===== src/rtl/afifo_rd_arbiter.sv =====
// afifo_rd_arbiter: read-side scheduler for NUM_SRC async FIFOs sharing rclk.
// Picks a non-empty FIFO round-robin, holds that grant for a whole packet
// (until a word with the last flag), and registers each popped word into a
// single valid/ready output stage.
//
// Ports:
//   rclk, rrst_n   read-domain clock, asynchronous active-low reset
//   src_rempty     per-FIFO empty flag (1 = no word at head)
//   src_rdata      per-FIFO head word, src i at [i*DATA_W +: DATA_W]
//   src_rinc       per-FIFO pop strobe, at most one bit high
//   m_valid/m_data/m_src/m_ready  merged output stream and its source index
//   busy           high while a multi-beat packet holds the grant
module afifo_rd_arbiter #(
    parameter  int unsigned NUM_SRC  = 4,
    parameter  int unsigned DATA_W   = 32,
    parameter  int unsigned LAST_BIT = 0,
    localparam int unsigned SRC_W    = $clog2(NUM_SRC)
) (
    input  logic                      rclk,
    input  logic                      rrst_n,
    input  logic [NUM_SRC-1:0]        src_rempty,
    input  logic [NUM_SRC*DATA_W-1:0] src_rdata,
    output logic [NUM_SRC-1:0]        src_rinc,
    output logic                      m_valid,
    output logic [DATA_W-1:0]         m_data,
    output logic [SRC_W-1:0]          m_src,
    input  logic                      m_ready,
    output logic                      busy
);

    typedef enum logic [0:0] {
        ST_IDLE   = 1'b0,
        ST_LOCKED = 1'b1
    } state_t;

    state_t              state, state_next;
    logic [SRC_W-1:0]    rr_ptr, rr_ptr_next;
    logic [SRC_W-1:0]    lock_src, lock_src_next;
    logic                m_valid_next;
    logic [DATA_W-1:0]   m_data_next;
    logic [SRC_W-1:0]    m_src_next;

    logic [DATA_W-1:0]   src_word [NUM_SRC];
    logic [SRC_W-1:0]    rr_grant;
    logic [SRC_W-1:0]    rr_cand;
    logic                rr_found;
    logic [SRC_W-1:0]    grant;
    logic                grant_ok;
    logic                can_load;
    logic                pop;
    logic                pop_last;

    // Unpack the flat head-word bus
    always_comb begin
        for (int i = 0; i < NUM_SRC; i++) begin
            src_word[i] = src_rdata[i*DATA_W +: DATA_W];
        end
    end

    // Round-robin scan starting just after rr_ptr; wraps modulo NUM_SRC
    always_comb begin
        rr_found = 1'b0;
        rr_grant = '0;
        rr_cand  = '0;
        for (int unsigned k = 1; k <= NUM_SRC; k++) begin
            rr_cand = SRC_W'((32'(rr_ptr) + k) % NUM_SRC);
            if (!rr_found && !src_rempty[rr_cand]) begin
                rr_found = 1'b1;
                rr_grant = rr_cand;
            end
        end
    end

    // Grant is locked to lock_src for the rest of a packet
    assign grant    = (state == ST_LOCKED) ? lock_src : rr_grant;
    assign grant_ok = (state == ST_LOCKED) ? !src_rempty[lock_src] : rr_found;
    assign can_load = !m_valid || m_ready;
    assign pop      = can_load && grant_ok;
    assign pop_last = src_word[grant][LAST_BIT];
    assign busy     = (state == ST_LOCKED);

    // Next-state, pop strobe and output-stage update
    always_comb begin
        state_next    = state;
        rr_ptr_next   = rr_ptr;
        lock_src_next = lock_src;
        m_valid_next  = m_valid;
        m_data_next   = m_data;
        m_src_next    = m_src;
        src_rinc      = '0;

        if (pop) begin
            src_rinc[grant] = 1'b1;
            m_valid_next    = 1'b1;
            m_data_next     = src_word[grant];
            m_src_next      = grant;
            case (state)
                ST_IDLE: begin
                    rr_ptr_next = grant;
                    if (!pop_last) begin
                        state_next    = ST_LOCKED;
                        lock_src_next = grant;
                    end
                end
                ST_LOCKED: begin
                    // rr_ptr already equals lock_src, so the scan resumes after it
                    if (pop_last) begin
                        state_next = ST_IDLE;
                    end
                end
                default: state_next = ST_IDLE;
            endcase
        end else if (m_ready) begin
            m_valid_next = 1'b0;
        end
    end

    // State and output-stage registers
    always_ff @(posedge rclk or negedge rrst_n) begin
        if (!rrst_n) begin
            state    <= ST_IDLE;
            rr_ptr   <= SRC_W'(NUM_SRC - 1);
            lock_src <= '0;
            m_valid  <= 1'b0;
            m_data   <= '0;
            m_src    <= '0;
        end else begin
            state    <= state_next;
            rr_ptr   <= rr_ptr_next;
            lock_src <= lock_src_next;
            m_valid  <= m_valid_next;
            m_data   <= m_data_next;
            m_src    <= m_src_next;
        end
    end

    a_rinc_onehot: assert property (@(posedge rclk) disable iff (!rrst_n)
        $onehot0(src_rinc));
    a_rinc_not_empty: assert property (@(posedge rclk) disable iff (!rrst_n)
        (src_rinc & src_rempty) == '0);
    a_hold_stable: assert property (@(posedge rclk) disable iff (!rrst_n)
        (m_valid && !m_ready) |=> ($stable(m_data) && $stable(m_src)));

endmodule

===== config.mk =====
export PLATFORM = sky130hd
export DESIGN_NAME = afifo_rd_arbiter
export DESIGN_NICKNAME = d
export VERILOG_FILES = /design/src/rtl/afifo_rd_arbiter.sv
export SDC_FILE = /design/constraint.sdc
export NUM_CORES = 1
export LEC_CHECK = 0
export BUFFER_PORTS_ARGS = -buffer_cell sky130_fd_sc_hd__buf_4
export CAP_MARGIN = 5
export CORE_AREA = 2 2 96 98
export CTS_BUF_LIST = sky130_fd_sc_hd__clkbuf_16
export CTS_CLUSTER_DIAMETER = 60
export CTS_CLUSTER_SIZE = 40
export DETAILED_ROUTE_END_ITERATION = 10
export DIE_AREA = 0 0 98 100
export GPL_ROUTABILITY_DRIVEN = 0
export HOLD_SLACK_MARGIN = 0.15
export RECOVER_POWER = 50
export SLEW_MARGIN = 20
export SYNTH_ARGS = -nofsm -noshare
export SYNTH_HDL_FRONTEND = slang
export SYNTH_SLANG_ARGS = --single-unit
export TNS_END_PERCENT = 100

===== constraint.sdc =====
create_clock -name rclk -period 2.7 [get_ports rclk]
set_input_delay 0.27 -clock rclk [delete_from_list [all_inputs] [get_ports rclk]]
set_output_delay 0.27 -clock rclk [all_outputs]
set_load 0.1 [all_outputs]

* After elaboration in Yosys (flattened, before gate mapping)
Cells that the tools add are included.
W data, S select, Z words.
** Storage, ports and cells
- Bits of input ports :: 135
- Memory bits (read-only) :: 0
- Logic and storage cells :: 66
- Memories :: 0
- Output and inout port bits :: 40
- Memory bits (writable) :: 0
- Flip-flop bits (word level) :: 40
- Latch bits :: 0
** Operators by class
- Eq/ne operators :: 0
- $add $sub $neg :: 4
- Bitwise gates (word level) :: 3
- Multiply operators :: 0
- Mux-type cells :: 29
- Order comparisons :: 8
- Div/mod/pow operators :: 0
- Shift operators :: 0
- Reduce and logical (&&, ||, !) cells :: 16
** Operators by type and width (count)
- $bmux W32 S2 :: 1
- $mux W32 :: 2
- $lt A2 B3 Y1 const B :: 6
- $mux W1 :: 14
- $bmux W1 S2 :: 5
- $mux W2 :: 5
- $logic_not A1 Y1 :: 7
- $logic_and A1 B1 Y1 :: 5
- $add A2 B1 Y2 const B :: 2
- $add A2 B2 Y2 const B :: 2
- $mux W4 :: 1
- $ge A3 B3 Y1 const B :: 1
- $not A2 Y3 :: 1
- $reduce_and A3 Y1 :: 1
- $demux W1 S2 :: 1
- $ge A2 B1 Y1 const B :: 1
- $not A1 Y1 :: 2
- $reduce_and A2 Y1 :: 1
- $reduce_bool A2 Y1 :: 1
- $logic_or A1 B1 Y1 :: 1

* Longest topological paths before layout
- Depth in word-level cells :: 19
- Gate-level depth with buffers :: 10
- Depth with buffers taken out :: 7

* Least setup slack after synthesis
No wires, ideal clock.
- Kind :: reg-to-output
- Start :: register state (netlist: busy)
- End :: output port src_rinc[1]
- Stages on the path, launching flop included :: 8
- Buffers on the path :: 3
- Slack :: -1.502 ns
- Arrival time :: 3.932 ns
- Required time :: 2.430 ns
- Cell sequence :: dfrtp_1 > clkbuf_1 > nand2_1 > inv_1 > nor2_1 > buf_4 > buf_2 > nor3_1
** On the way
- Longest elaborated chain between the ends :: 6
** RTL lines
- start, declared :: line 36 : state_t state, state_next;
- start signal, assigned :: line 128 : state <= state_next;
- $mux W2 :: line 75 : assign grant = (state == ST_LOCKED) ? lock_src : rr_grant;
- $lt A2 B3 Y1 (not written as such) / $ge A2 B1 Y1 (equally long branches) :: line 93 : src_rinc[grant] = 1'b1;
- $logic_and A1 B1 Y1 (not written as such) :: line 93
- $mux W1 (not written as such) :: line 93
- $demux W1 S2 :: line 93
- $mux W4 (*) :: line 92 : if (pop) begin
- end, declared :: line 23 : output logic [NUM_SRC-1:0] src_rinc,
Every way passes the cells marked *; elsewhere a longest branch is shown, timed or not.

* Worst setup path in the final report
- Start :: register rr_ptr[1]
- End :: output port src_rinc[2]
** On the way
- Longest elaborated chain between the ends :: 18
** RTL lines
- start, declared :: line 37 : logic [SRC_W-1:0] rr_ptr, rr_ptr_next;
- start signal, assigned :: line 122 : rr_ptr <= SRC_W'(NUM_SRC - 1);
- start signal, assigned :: line 129 : rr_ptr <= rr_ptr_next;
- $add A2 B2 Y2 :: line 66 : rr_cand = SRC_W'((32'(rr_ptr) + k) % NUM_SRC);
- $bmux W1 S2 :: line 67 : if (!rr_found && !src_rempty[rr_cand]) begin
- $mux W1 (not written as such) :: line 67
- $logic_not A1 Y1 :: line 67
- $logic_and A1 B1 Y1 :: line 67
- $mux W1 :: line 67
- $logic_not A1 Y1 :: line 67
- $logic_and A1 B1 Y1 :: line 67
- (+2 left out)
- $logic_and A1 B1 Y1 :: line 67
- $mux W2 :: line 67
- $mux W2 :: line 75
- $lt A2 B3 Y1 (not written as such) / $ge A2 B1 Y1 (equally long branches) :: line 93
- $logic_and A1 B1 Y1 (not written as such) :: line 93
- $mux W1 (not written as such) :: line 93
- $demux W1 S2 :: line 93
- $mux W4 (*) :: line 92
Every way passes the cells marked *; elsewhere a longest branch is shown, timed or not. The select of a mux whose other input is x is not followed.

==> results.sh <==
export IMPL_portBuffers=174
export IMPL_cp_required_ps=2430
export IMPL_die_h_um=100
export IMPL_die_w_um=98
export IMPL_core_area_mm2=0.00889
export IMPL_slew_viol_final=0
export IMPL_ys_ff_latch=40
export IMPL_insertion_delay_ps=270
export IMPL_synth_flop_cell="dfrtp_1"
export IMPL_root_buffer="clkbuf_16"
export IMPL_synth_top_cell_by_area="dfrtp_1"
export IMPL_ff2ff_setup_slack_ps=260
export IMPL_timing_rr_start="rr_ptr[1]"
export IMPL_tritoncts="built"
export IMPL_syn_area_per_cell_um2=10.0
export IMPL_yosys_cell_count_top_type="mux2i_1"
export IMPL_synth_area_leaders="dfrtp_1 37%, mux2i_1 24%, o221ai_1 11%, nand2_1 6.3%, buf_2 2.2%"
export IMPL_ys_seq_area_frac=0.394
export IMPL_routed_wirelength_mm=8.24
export IMPL_reg2regPathDepth=7
export IMPL_skew_ps=3.54
export IMPL_fin_nets=555
export IMPL_finalHoldViolCount=0
export IMPL_rows=35
export IMPL_r2r_end="lock_src[0]"
export IMPL_min_from="src_rdata[126]"
export IMPL_critPathLaunchType="flip-flop"
export IMPL_yosysTopAreaCellShare=0.373
export IMPL_cts_htree_levels=2
export IMPL_syn_instance_count=254
export IMPL_yosysUniqueCellTypes=33
export IMPL_dp_final_hpwl_mm=6.54
export IMPL_ys_warn_count=0
export IMPL_wire_per_inst_um=15.5
export IMPL_antenna_found_initial=0
export IMPL_grt_pass1_wl_mm=13.5
export IMPL_clock_sinks=40
export IMPL_cap_violations=0
export IMPL_hold_path_end="m_data[30]"
export IMPL_ys_async_sr_fraction=1.00
export IMPL_drt_initial_drc_count=89
export IMPL_crit_slowest_cell="dfstp_2"
export IMPL_drc=0
export IMPL_status="finished clean"
export IMPL_worstMarginPinSlew_ps=1200
export IMPL_crit_path_end_kind="output pin"
export IMPL_syn_nets=389
export IMPL_seqCellArea_mm2=0.00101
export IMPL_synth_edf_count=0
export IMPL_nFillCells=881
export IMPL_path_cells="inv_1 -> o211a_1 -> o31a_1 -> or2_1 -> nor3_4 -> buf_4"
export IMPL_min_path_cells=3
export IMPL_place_area_mm2=0.00402
export IMPL_design_area_mm2=0.00411
export IMPL_clk_pin_slew_ps=50
export IMPL_via_count=2662
export IMPL_critPathMaxFanout=7
export IMPL_arrival_ps=2300
export IMPL_grt_pass1_vias=2872
export IMPL_synthTopCellsByCount="62 x mux2i_1, 43 x nand2_1, 38 x dfrtp_1"
export IMPL_vias_per_cell=5.00
export IMPL_diodes=0
export IMPL_areaGrowthSynthToFinish_pct=61.2
export IMPL_cts_made_buffers=5
export IMPL_cpPeakStageDelay_ps=570
export IMPL_globalRouteTotalUtil=0.168
export IMPL_post_cts_setup_buffer_count=0
export IMPL_start_util=0.286
export IMPL_grt_ovfl_total=0
export IMPL_grt_max_degree=41
export IMPL_io_pins=175
export IMPL_hold_class="primary input to flip-flop"
export IMPL_drive_gt1_frac=0.430
export IMPL_path_class="flip-flop to output pin"
export IMPL_period_minus_slack_ps=2570
export IMPL_setup_tns_final_ps=0
export IMPL_drtPass1Iterations=4
export IMPL_period_share=0.951
export IMPL_setup_viol=0
export IMPL_dieArea_mm2=0.00980
export IMPL_netlist_area_mm2=0.00255
export IMPL_cts_max_path_buffers=2
export IMPL_slew_headroom=0.203
export IMPL_max_freq_ghz=0.389
export IMPL_grt_setup_unrepaired="no"
export IMPL_ant_nets=0
export IMPL_multiInputGateArea_mm2=0.00149
[worst max-delay path by stage]
stage | start | end | slack [ps] | cells past startpoint
floorplan | busy | src_rinc[1] | 5 | 7
global placement | rr_ptr[1] | lock_src[0] | 280 | 7
detailed placement | rr_ptr[1] | lock_src[0] | 200 | 7
CTS | rr_ptr[1] | src_rinc[2] | 50 | 6
global route | rr_ptr[1] | src_rinc[2] | 10 | 6
finish | rr_ptr[1] | src_rinc[2] | 130 | 6
[worst max-delay path: cells and delay by family, from the launching register on]
| family | cells | cell delay [ps] |
|---|---|---|
| and+or+nand+nor | 2 | 570 |
| buffers and inverters | 2 | 390 |
| DFF | 1 | 570 |
| AOI/OAI and AO/OA | 2 | 500 |
[placed cells by master, fill, tap and decap left out, types with 2 or more instances in the layout]
cell,instances
mux2_2,2
buf_4,158
clkbuf_16,5
or2_1,3
mux2i_1,62
nand2b_1,6
dfstp_2,2
nand3b_1,2
inv_1,6
o21ai_0,3
clkbuf_1,20
a31oi_1,2
nand2_1,43
nor3_4,4
o211a_1,2
or3b_1,2
and2_1,3
dfrtp_1,37
a21oi_1,5
o221ai_1,31
buf_12,2
nor2_1,3
o31a_1,2
[through the flow]
stage / util / setup WS, ps / hold slack (ps) / std cells
finish: 0.462 / 131 / 308 / 532
global route: 0.462 / 10.9 / 323 / 532
CTS: 0.469 / 45.0 / 310 / 532
detailed placement: 0.453 / 205 / 282 / 523
global placement: 0.453 / 276 / 280 / 523
floorplan: - / 4.73 / -25.6 / 254
[area by class of cell]
class	instances	area share
Inverter	4	0.00366
Multi-Input combinational cell	187	0.363
Clock inverter	3	0.00305
Tap cell	111	0.0338
Timing Repair Buffer	182	0.321
Sequential cell	40	0.245
Clock buffer	5	0.0305
[layer usage]
| layer | wire length [um] | part of all wire | global-route usage |
|---|---|---|---|
| met5 | 0 | 0 | 0 |
| met3 | 524 | 0.064 | 0.0425 |
| met1 | 3290 | 0.40 | 0.203 |
| met2 | 4290 | 0.52 | 0.300 |
| met4 | 141 | 0.017 | 0.0459 |
[cells by family (layout without fill, tap and decap cells)]
logic type / after synthesis / in the layout / synth area share
AOI/OAI and AO/OA: 51 / 51 / 0.166
buffers and inverters: 27 / 194 / 0.0467
DFF: 40 / 40 / 0.394
muxes: 66 / 66 / 0.266
and+or+nand+nor: 70 / 70 / 0.127
[repair_timing]
| item | in CTS | in global routing |
|---|---|---|
| hold buffers | 1 | 0 |
| hold endpoints to repair | 38 | 0 |
| setup endpoints to repair | 0 | 4 |
| gates resized for setup | 0 | 3 |
[flip-flops by register name (all words and copies together) (netlist names)]
signal	flops
busy	1
lock_src	2
m_data	32
m_src	2
m_valid	1
rr_ptr	2
Power is left out: the tool's default activity adds up to more than one toggle a clock period on the data nets, which glitch-free logic cannot reach.
